--- src/rtl/wb_arbiter_pkg.sv ---
// Shared types and instantiation constants for the write-back arbiter and
// the functional-unit wrapper.
package wb_arbiter_pkg;

  localparam int unsigned IdWidth   = 4;
  localparam int unsigned DataWidth = 32;

  // Defaults used by the functional-unit wrapper when instantiating wb_arbiter
  localparam int unsigned NR_WB_SRC    = 4;
  localparam int unsigned WB_BUF_DEPTH = 2;

  typedef struct packed {
    logic [IdWidth-1:0]   id;
    logic [DataWidth-1:0] result;
  } fu_output_t;

  typedef struct packed {
    logic [IdWidth-1:0] id;
    logic               valid;
  } completion_port_t;

endpackage

--- src/rtl/wb_fifo.sv ---
// Per-source result buffer: DEPTH-entry FIFO with wrapping pointers and an
// occupancy counter; storage itself is not reset.
module wb_fifo
  import wb_arbiter_pkg::*;
#(
  parameter int unsigned DEPTH = 2
) (
  input  logic       clk,
  input  logic       rstn,
  input  logic       flush_i,
  input  logic       push_i,
  input  logic       pop_i,
  input  fu_output_t wdata_i,
  output logic       full_o,
  output logic       empty_o,
  output fu_output_t head_o
);

  localparam int unsigned PtrW = $clog2(DEPTH);
  localparam int unsigned CntW = $clog2(DEPTH + 1);

  fu_output_t      mem_q [DEPTH];
  logic [PtrW-1:0] wptr_q, rptr_q;
  logic [CntW-1:0] cnt_q;
  logic            do_push, do_pop;

  assign full_o  = (cnt_q == CntW'(DEPTH));
  assign empty_o = (cnt_q == '0);
  assign head_o  = mem_q[rptr_q];

  assign do_push = push_i && !full_o && !flush_i;
  assign do_pop  = pop_i && !empty_o && !flush_i;

  always_ff @(posedge clk or posedge rstn) begin
    if (rstn) begin
      wptr_q <= '0;
      rptr_q <= '0;
      cnt_q  <= '0;
    end else if (flush_i) begin
      wptr_q <= '0;
      rptr_q <= '0;
      cnt_q  <= '0;
    end else begin
      if (do_push) wptr_q <= wptr_q + 1'b1;
      if (do_pop)  rptr_q <= rptr_q + 1'b1;
      if (do_push && !do_pop)      cnt_q <= cnt_q + 1'b1;
      else if (do_pop && !do_push) cnt_q <= cnt_q - 1'b1;
    end
  end

  always_ff @(posedge clk) begin
    if (do_push) mem_q[wptr_q] <= wdata_i;
  end

endmodule

--- src/rtl/wb_arbiter.sv ---
// Round-robin write-back arbiter: buffers FU results per source and grants up
// to NR_PORTS non-empty sources per cycle, starting from rr_ptr.
module wb_arbiter
  import wb_arbiter_pkg::*;
#(
  parameter int unsigned NR_SRC    = 4,
  parameter int unsigned NR_PORTS  = 2,
  parameter int unsigned BUF_DEPTH = 2
) (
  input  logic                               clk,
  input  logic                               rstn,
  input  logic                               flush_i,
  input  fu_output_t       [NR_SRC-1:0]      src_i,
  input  logic             [NR_SRC-1:0]      src_valid_i,
  output logic             [NR_SRC-1:0]      src_ready_o,
  output fu_output_t       [NR_PORTS-1:0]    wb_o,
  output logic             [NR_PORTS-1:0]    wb_valid_o,
  output completion_port_t [NR_PORTS-1:0]    compl_o
);

  localparam int unsigned SrcW = (NR_SRC > 1) ? $clog2(NR_SRC) : 1;

  logic       [NR_SRC-1:0] full, empty, push, pop;
  fu_output_t [NR_SRC-1:0] head;
  logic       [SrcW-1:0]   rr_ptr_q, rr_ptr_d;

  // Ready comes from registered occupancy only: a full buffer stays closed
  // even when its head leaves this cycle.
  assign src_ready_o = ~full & {NR_SRC{~flush_i}};
  assign push        = src_valid_i & src_ready_o;

  for (genvar i = 0; i < NR_SRC; i++) begin : g_fifo
    wb_fifo #(
      .DEPTH (BUF_DEPTH)
    ) u_fifo (
      .clk     (clk),
      .rstn    (rstn),
      .flush_i (flush_i),
      .push_i  (push[i]),
      .pop_i   (pop[i]),
      .wdata_i (src_i[i]),
      .full_o  (full[i]),
      .empty_o (empty[i]),
      .head_o  (head[i])
    );
  end

  always_comb begin
    int unsigned     n;
    logic [SrcW-1:0] idx;
    logic [SrcW-1:0] last;
    logic            any;
    wb_o       = '0;
    wb_valid_o = '0;
    pop        = '0;
    n          = 0;
    idx        = '0;
    last       = '0;
    any        = 1'b0;
    for (int unsigned k = 0; k < NR_SRC; k++) begin
      idx = SrcW'((32'(rr_ptr_q) + k) % NR_SRC);
      if (!flush_i && !empty[idx] && (n < NR_PORTS)) begin
        // The n-th grant in scan order lands on port n.
        for (int unsigned p = 0; p < NR_PORTS; p++) begin
          if (p == n) begin
            wb_o[p]       = head[idx];
            wb_valid_o[p] = 1'b1;
          end
        end
        pop[idx] = 1'b1;
        last     = idx;
        any      = 1'b1;
        n        = n + 1;
      end
    end
    rr_ptr_d = rr_ptr_q;
    if (any) rr_ptr_d = (last == SrcW'(NR_SRC - 1)) ? '0 : last + 1'b1;
  end

  always_comb begin
    for (int unsigned p = 0; p < NR_PORTS; p++) begin
      compl_o[p].id    = wb_o[p].id;
      compl_o[p].valid = wb_valid_o[p];
    end
  end

  always_ff @(posedge clk or posedge rstn) begin
    if (rstn) rr_ptr_q <= '0;
    else      rr_ptr_q <= rr_ptr_d;
  end

endmodule

--- config.mk ---
export PLATFORM = sky130hd
export DESIGN_NAME = wb_arbiter
export DESIGN_NICKNAME = d
export VERILOG_FILES = /design/src/rtl/wb_arbiter_pkg.sv /design/src/rtl/wb_fifo.sv /design/src/rtl/wb_arbiter.sv
export SDC_FILE = /design/constraint.sdc
export NUM_CORES = 1
export LEC_CHECK = 0
export CAP_MARGIN = 20
export CORE_MARGIN = 2
export CORE_UTILIZATION = 50
export DETAILED_ROUTE_END_ITERATION = 8
export GPL_TIMING_DRIVEN = 0
export PLACE_DENSITY_LB_ADDON = 0.08
export SETUP_SLACK_MARGIN = 0.05
export SLEW_MARGIN = 25
export SYNTH_ARGS = -nofsm -noshare
export SYNTH_HDL_FRONTEND = slang
export SYNTH_SLANG_ARGS = --single-unit
--- constraint.sdc ---
create_clock -name clk -period 6.8 [get_ports clk]
set_clock_uncertainty 0.1 [all_clocks]
set_input_delay 1.7 -clock clk [delete_from_list [all_inputs] [get_ports clk]]
set_output_delay 1.7 -clock clk [all_outputs]
set_load 0.03 [all_outputs]
After elaboration in Yosys (flattened, before gate mapping)
Memory sizes are Yosys's and may differ from the RTL's.
Cells that the tools add are included.

storage, ports and cells
  bits in registers = 18
  memory bits (writable) = 288
  input bits = 151
  logic and storage cells = 235
  memories = 4

operators by class
  $add $sub $neg = 22
  order comparisons = 11
  equal/unequal tests = 8
  muxes and demuxes = 95
  bitwise logic cells = 7
  reductions and logical operators = 75

memories
  memory                  words  width  read ports  clocked after Yosys merged registers in  wr ports  RTL line       source
  g_fifo[0].u_fifo.mem_q  2      36     1           0                                        1         wb_fifo.sv:22  fu_output_t mem_q [DEPTH];
  g_fifo[1].u_fifo.mem_q  2      36     1           0                                        1         wb_fifo.sv:22
  g_fifo[2].u_fifo.mem_q  2      36     1           0                                        1         wb_fifo.sv:22
  g_fifo[3].u_fifo.mem_q  2      36     1           0                                        1         wb_fifo.sv:22

operator list
  cell                   number
  $mux 36                11
  $bmux 36 s2            4
  $mux 72                3
  $eq 1x32->1 const A    3
  $logic_not 32->1       3
  $lt 32x2->1 const B    3
  $add 32x1->32 const B  2
  $mux 32                2
  $mux 1                 43
  $mux 2                 20
  $logic_and 1x1->1      35
  $logic_not 1->1        21
  $mux 4                 4
  $reduce_bool 2->1      8
  $add 2x1->2 const B    6
  $lt 2x3->1 const B     4
  $or 4x4->4             3
  $reduce_bool 3->1      4
  $eq 2x2->1 const B     5
  $add 1x1->1 const B    8
  $and 4x4->4            2
  $bmux 1 s2             4
  $demux 1 s2            4
  $ge 2x1->1 const B     4
  other kinds (5)        12

Longest topological paths before layout
Gate-level depths: netlist of run 1.

  word-level depth = 21
  gate-level depth with buffers = 20
  gate-level depth less buffers = 12

By module
Synthesis of run 1 repeated with hierarchy kept, for this count alone.

second synthesis, totals
  cell total of the unflattened synthesis = 1289
  area total of the unflattened synthesis = 17360.4 um^2

by module, submodules not included
  module      times used  cells an instance  area each (um^2)
  wb_fifo     4           139                2824.0
  wb_arbiter  1           733                6064.6

Worst setup path before layout of run 1
Ideal clock, no wire load.

  path kind = reg-to-output
  start point = register rr_ptr_q[1]
  end point = output port wb_o[32] (netlist name)
  data arrival time = 5.379 ns
  path slack = -0.379 ns
  cell stages (with the launch flop) = 18
  buffers on the path = 8
  path through = dfrtp_1 buf_2 inv_1 clkbuf_1 buf_1 ha_1 buf_2 mux4_2 or2_1 buf_6 inv_2 ha_1 or3_1 nor4bb_1 clkbuf_1 clkbuf_1 o31ai_1 buf_4

RTL lines
  item                      RTL line          source
  start: declaration        wb_arbiter.sv:25  logic [SrcW-1:0] rr_ptr_q, rr_ptr_d;
  start signal: assignment  wb_arbiter.sv:89  else rr_ptr_q <= rr_ptr_d;
  end: declaration          wb_arbiter.sv:16  output fu_output_t [NR_PORTS-1:0] wb_o,

==> flow_metrics.tcl, run 1 <==
set metrics [dict create \
    outcome "completed" \
    whs_ns 0.521 \
    cp.required_ns 5.00 \
    grt_first_pass_wirelength_mm 88.6 \
    clk_pin_slew_worst_paths_ns 0.07 \
    end_kind "output pin" \
    critical_path.top_delay_family "buffers and inverters" \
    place.gp.congestion 0.928 \
    dp_hpwl_mm 39.9 \
    cp.depth 16 \
    track_usage_pct 33.4 \
    seqCellArea_um2 9100 \
    hold_buffers 0 \
    cts-root-buf "clkbuf_16" \
    synthesis.nets 1599 \
    holdCritPathClass "register to register" \
    wl_per_cell_um 27.1 \
    r2r_cells 15 \
    diodes 0 \
    synthSimpleGateAreaFrac_pct 9.75 \
    synth_fa_ha_area_share_pct 0.677 \
    period_share_pct 98.1 \
    avgSynthCellArea_um2 11.6 \
    crit_path_frequent_cell "buf_6" \
    dominantRegCellSynth "edfxtp_1" \
    synthArstFlopShare_pct 5.88 \
    die_x_um 186 \
    nets 1893 \
    arrival_ns 4.87 \
    synth-xor-area-share_pct 0.263 \
    design_area_um2 21500 \
    syn_area_um2 16600 \
    synth_cell_types 55 \
    place_area_um2 19900 \
    slowest_stage "dfrtp_2" \
    grt-ovfl-total 0 \
    crit_type "register to output pin" \
    ys_seq_elements 306 \
    final_layout_size_suffix_gt1_share_pct 22.9 \
    ys_warn_count 0 \
    finalNonFillerCells 2196 \
    vias_per_cell 6.65 \
    finalHoldViolCount 0 \
    tritoncts "done" \
    vias 14600 \
    multi_input_area_um2 7560 \
    finalSetupViolCount 0 \
    max-cap-violations 0 \
    hold_depth 2 \
    critPathBufInv 9 \
    cp_cell_sequence "buf_4, buf_2, mux4_2, buf_6, nor2_2, clkbuf_2, clkbuf_2, ha_2, or3_4, a211oi_4, buf_6, clkbuf_16, a221oi_1, a21oi_2, buf_4, buf_6" \
    cts-buffers-inserted 31 \
    clock_latency_ns 0.58 \
    port_buffers 237 \
    core_um2 32600 \
    path_max_fanout 10 \
    tightest_slew_ns 1.05 \
    fill_cells 2557 \
    cts_sinks 306 \
    rsz0062_at_grt "false" \
    grt_max_degree 37 \
    std_cell_rows 66 \
    max_stage_delay_ns 0.40 \
    die_h_um 186 \
    cts_max_path_buffers 3 \
    syn2layout_area_growth_pct 29.0 \
    synth_compound_area_share_pct 16.7 \
    drtIter0Drc 2011 \
    slew_violations 0 \
    max_freq_mhz 150 \
    io_pins 239 \
    synth_edf_count 288 \
    htreeDepth 1 \
    start_kind "register" \
    post-route-min-period_ns 6.67 \
    postRouteAntennaNets 0 \
    fin_tns_setup_ns 0 \
    drcViolationCount 0 \
    dp.cells 2127 \
    drt-total-wl_mm 59.6 \
    seq_area_frac_synth_pct 54.7 \
    antenna_found_initial 0 \
    first_pass_iters 8 \
    die_area_um2 34700 \
    synth_top_family_by_area "compound AO/OA/AOI/OAI gates" \
    start_util_pct 51.0 \
    slew_headroom_pct 30.0 \
    grt_pass1_vias 14500 \
    synthCells 1439 \
    synthMuxAreaShare_pct 14.5 \
]
tightest hold or removal path: stages, from the launching register on:
cell	delay [ns]
dfrtp_1	0.42
nand3b_1	0.11
o21ai_1	0.05
metrics by stage:
step                      util, %  setup WS (ns)
after floorplan                 -         0.0923
after global placement       60.1          -2.20
after detailed placement     61.0          -2.07
final                        65.8          0.131
after CTS                    65.6         0.0150
after global routing         65.8         0.0612
layer usage:
layer	vias to the layer above	routed length (µm)	global-route usage, %
li1	6207	-	-
met1	7037	22700	43.5
met2	1142	27500	54.0
met3	214	6720	7.54
met4	0	2710	14.0
met5	-	0	0
cells in the final DEF, fill, tap and decap left out, types with 9 or more instances in the layout:
| master | n |
|---|---|
| clkbuf_1 | 56 |
| buf_2 | 35 |
| nor3_1 | 40 |
| a2111oi_0 | 35 |
| clkdlybuf4s50_1 | 153 |
| clkbuf_4 | 9 |
| buf_4 | 79 |
| clkbuf_16 | 36 |
| nand2_1 | 54 |
| a221oi_1 | 36 |
| buf_6 | 9 |
| o22ai_1 | 71 |
| mux2i_1 | 112 |
| o21ai_0 | 68 |
| buf_1 | 18 |
| nor2_1 | 204 |
| a22o_1 | 35 |
| a211oi_1 | 37 |
| nor2b_1 | 9 |
| nor3b_1 | 9 |
| dfrtp_1 | 17 |
| edfxtp_1 | 288 |
| mux2_2 | 109 |
| a21oi_1 | 31 |
| o31ai_4 | 23 |
synthesized netlist by cell type (12+ instances only):
| master | instances | area [µm²] |
|---|---|---|
| dfrtp_1 | 18 | 450 |
| o31ai_1 | 35 | 263 |
| mux2i_1 | 112 | 1120 |
| nand2_1 | 56 | 210 |
| a22o_1 | 35 | 307 |
| o22ai_1 | 75 | 469 |
| a221oi_1 | 36 | 315 |
| mux2_2 | 109 | 1230 |
| o21ai_0 | 81 | 405 |
| nor3_1 | 40 | 200 |
| buf_2 | 12 | 60.1 |
| a211oi_1 | 37 | 278 |
| edfxtp_1 | 288 | 8650 |
| buf_1 | 19 | 71.3 |
| a21oi_1 | 39 | 195 |
| clkbuf_1 | 83 | 312 |
| a2111oi_0 | 35 | 307 |
| nor2_1 | 211 | 792 |
path summary, 6_finish.rpt:
check / startpoint / endpoint / slack, ns
max in group asynchronous: rstn / async pin / 4.52
worst min-delay path: g_fifo[1].u_fifo.cnt_q[1]$_DFFE_PP0P_ / g_fifo[1].u_fifo.cnt_q[1]$_DFFE_PP0P_ / 0.52
worst min register to register: g_fifo[1].u_fifo.cnt_q[1]$_DFFE_PP0P_ / g_fifo[1].u_fifo.cnt_q[1]$_DFFE_PP0P_ / 0.52
worst max register to register: register / g_fifo[3].u_fifo.rptr_q$_DFFE_PP0P_ / 2.32
worst max-delay path: register / wb_o[70] / 0.13
min in group asynchronous: rstn / g_fifo[3].u_fifo.wptr_q$_DFFE_PP0P_ / 1.50
cells by family (layout without fill, tap and decap cells):
logic type / after synthesis / in the layout
AOI/OAI and AO/OA: 397 / 397
and+or+nand+nor: 364 / 364
DFF: 306 / 306
muxes: 224 / 224
buffers and inverters: 134 / 449
adders and majority gates: 9 / 9
xor gates and xnor gates: 5 / 5
state kept, by name (all words and copies together) (netlist names), named ones only:
signal / cells
g_fifo.u_fifo.mem_q: 288
g_fifo.u_fifo.cnt_q: 8
g_fifo.u_fifo.wptr_q: 4
g_fifo.u_fifo.rptr_q: 4
rr_ptr_q: 1
repair_timing:
action                                  in CTS  in global routing
hold endpoints to repair                     0                  0
endpoints found under the setup margin      84                 83
resized for setup                          649                 46
setup buffers                               14                  4
pin swaps                                    3                  3
gates cloned                                 1                  1
area by class of cell:
cell class                      instances  share of cell area [%]
Multi-Input combinational cell        999                    35.3
Timing Repair Buffer                  266                    11.8
Clock inverter                         15                   0.490
Buffer                                121                    3.53
Tap cell                              442                    2.58
Sequential cell                       306                    42.4
Clock buffer                           39                    3.76
Inverter                                8                   0.187
Power of run 1 is left out: the tool's default activity adds up to more than one toggle a clock period on the data nets, which glitch-free logic cannot reach.
==> run 2, diff against run 1 <==
--- a/config.mk
+++ b/config.mk
@@ -9,7 +9,6 @@
 export CORE_MARGIN = 2
 export CORE_UTILIZATION = 50
 export DETAILED_ROUTE_END_ITERATION = 8
-export GPL_TIMING_DRIVEN = 0
 export PLACE_DENSITY_LB_ADDON = 0.08
 export SETUP_SLACK_MARGIN = 0.05
 export SLEW_MARGIN = 25
==> flow_metrics.tcl, run 2 (same netlist as run 1, synthesis figures left out) <==
set metrics [dict create \
    worstHoldStart "g_fifo[1].u_fifo.cnt_q[1]$_DFFE_PP0P_" \
    grt-ovfl-total 0 \
    finalSetupViolCount 0 \
    power_density_nw_per_um2 566 \
    switching_power_mw 5.74 \
    rsz0062_at_grt "true" \
    drt-total-wl_mm 51.7 \
    cp.required_ns 5.00 \
    setup_ws_ns 0.170 \
    top_register "g_fifo.u_fifo.mem_q" \
    critical_path.top_delay_family "buffers and inverters" \
    fill_cells 2549 \
    grt_pass1_vias 13300 \
    power_frac_seq_pct 20.3 \
    nets 1794 \
    cts-root-buf "clkbuf_16" \
    cts-buffers-inserted 34 \
    p_leak_nw 7.19 \
    first_pass_iters 7 \
    die_h_um 186 \
    power.share.switching_pct 49.2 \
    place.gp.congestion 0.877 \
    die_area_um2 34700 \
    cp.depth 13 \
    antenna_found_initial 6 \
    design_area_um2 20600 \
    max_stage_delay_ns 0.51 \
    largest_reg_flops 288 \
    outcome "completed" \
    start_util_pct 51.0 \
    drtIter0Drc 1548 \
    grt_max_degree 67 \
    drcViolationCount 0 \
    clock_latency_ns 0.50 \
    max_freq_mhz 151 \
    htreeDepth 2 \
    postRouteAntennaNets 0 \
    io_pins 239 \
    tightest_slew_ns 1.06 \
    syn2layout_area_growth_pct 23.8 \
    critPathLaunch "flush_i" \
    cp_cell_sequence "clkdlybuf4s50_1, buf_4, nor2_4, ha_1, nor2_1, o211a_1, nand2_2, buf_4, nand2_2, buf_4, o22ai_1, o31ai_1, buf_4" \
    port_buffers 238 \
    track_usage_pct 29.3 \
    cts_max_path_buffers 3 \
    top_regs "g_fifo.u_fifo.mem_q x288, g_fifo.u_fifo.cnt_q x8" \
    period_share_pct 97.5 \
    slew_violations 0 \
    wl_per_cell_um 24.6 \
    core_um2 32600 \
    vias 13600 \
    grt_first_pass_wirelength_mm 78.6 \
    crit_type "input pin to output pin" \
    die_x_um 186 \
    path_max_fanout 17 \
    max-cap-violations 0 \
    final_layout_size_suffix_gt1_share_pct 20.5 \
    post-place-ws_ns 0.114 \
    rrSetupSlack_ns 2.80 \
    holdCritPathClass "register to register" \
    layout_commonest_cell "edfxtp_1" \
    tritoncts "done" \
    clk_pin_slew_worst_paths_ns 0.06 \
    intPower_mw 5.92 \
    endpoint "wb_o[15]" \
    pwr-share-clk_pct 15.4 \
    r2r_cells 13 \
    start_kind "input pin" \
    crit_path_frequent_cell "buf_4" \
    arrival_ns 4.83 \
    cts_sinks 306 \
    end_kind "output pin" \
    slew_headroom_pct 29.1 \
    std_cell_rows 66 \
    post-route-min-period_ns 6.63 \
    slowest_stage "clkdlybuf4s50_1" \
    layout_common_cells "edfxtp_1, nor2_1, clkdlybuf4s50_1" \
    dp_hpwl_mm 32.7 \
    place_area_um2 19500 \
    fin_tns_setup_ns 0 \
    ir_worst_vdd_mv 0.491 \
    finalHoldViolCount 0 \
    vias_per_cell 6.46 \
    pwr-share-comb_pct 64.2 \
    worstReg2RegEnd "g_fifo[0].u_fifo.cnt_q[0]$_DFFE_PP0P_" \
    critPathBufInv 5 \
]
[run 2: cell types whose count changed in the layout (fill, tap and decap cells not counted), sizes merged]
cell	before	now
clkdlybuf4s50	153	154
diode	0	4
clkdlybuf4s18	1	0
clkdlybuf4s15	1	0
clkbuf	112	41
inv	8	9
clkinv	13	12
bufinv	1	3
buf	155	131
dlygate4sd2	4	0
[run 2: worst min-delay path by stage]
stage                                                        to  depth (start not counted)
after floorplan             g_fifo[3].u_fifo.wptr_q$_DFFE_PP0P_                          2
after global placement    g_fifo[1].u_fifo.cnt_q[1]$_DFFE_PP0P_                          2
after detailed placement  g_fifo[1].u_fifo.cnt_q[1]$_DFFE_PP0P_                          2
after CTS                 g_fifo[1].u_fifo.cnt_q[1]$_DFFE_PP0P_                          2
after global routing      g_fifo[1].u_fifo.cnt_q[1]$_DFFE_PP0P_                          2
final                     g_fifo[1].u_fifo.cnt_q[1]$_DFFE_PP0P_                          2
[run 2: cell type report]
type | count | area (µm²) | share of cell area (%)
timing repair buffer | 285 | 2680 | 13.0
antenna | 4 | 10.0 | 0.0486
sequential | 306 | 9110 | 44.2
clock inverter | 17 | 160 | 0.778
clock buffer | 41 | 918 | 4.46
multi-input combinational | 999 | 7120 | 34.6
tap | 442 | 553 | 2.69
inverter | 8 | 32.5 | 0.158
[run 2: worst register-to-register path: stages (launching register included)]
cell and delay [ns]:
dfrtp_4 0.48, inv_4 0.07, buf_4 0.42, mux4_2 0.48, or2_2 0.35, inv_2 0.14
ha_1 0.18, nor2_1 0.07, o21ai_1 0.24, nor2_1 0.11, buf_4 0.19, a221o_1 0.42
or4b_1 0.49, a31oi_1 0.18
[run 2: metrics by stage]
stage               cells  hold WS (ns)  utilization (%)  total power, mW
CTS                  2096         0.488             62.9             11.6
global route         2102         0.518             63.1             12.2
finish               2102         0.486             63.1             11.7
global placement     2038         0.483             59.6             9.67
floorplan            1439         0.419                -             7.18
detailed placement   2038         0.479             59.6             9.74
[run 2: power by group through the flow]
stage          clock network [mW]  registers [mW]  logic, mW
6_report                     1.80            2.37       7.49
5_1_grt                      1.91            2.39       7.89
4_1_cts                      1.83            2.37       7.36
3_5_place_dp                    0            2.41       7.33
3_3_place_gp                    0            2.40       7.27
2_1_floorplan                   0            2.33       4.85
[run 2: layer usage]
metal  share of wire, %  GRT usage (%)
met2                 46           46.5
met3                8.8           5.19
met5              0.056              0
met4                3.7           12.6
met1                 41           39.7
[run 2: what timing repair did]
action | in CTS | in global routing
buffers inserted | 0 | 1
gates resized for setup | 0 | 3
setup endpoints to repair | 0 | 33
hold buffers | 0 | 0
No activity file was read; power rests on OpenSTA's default activity.
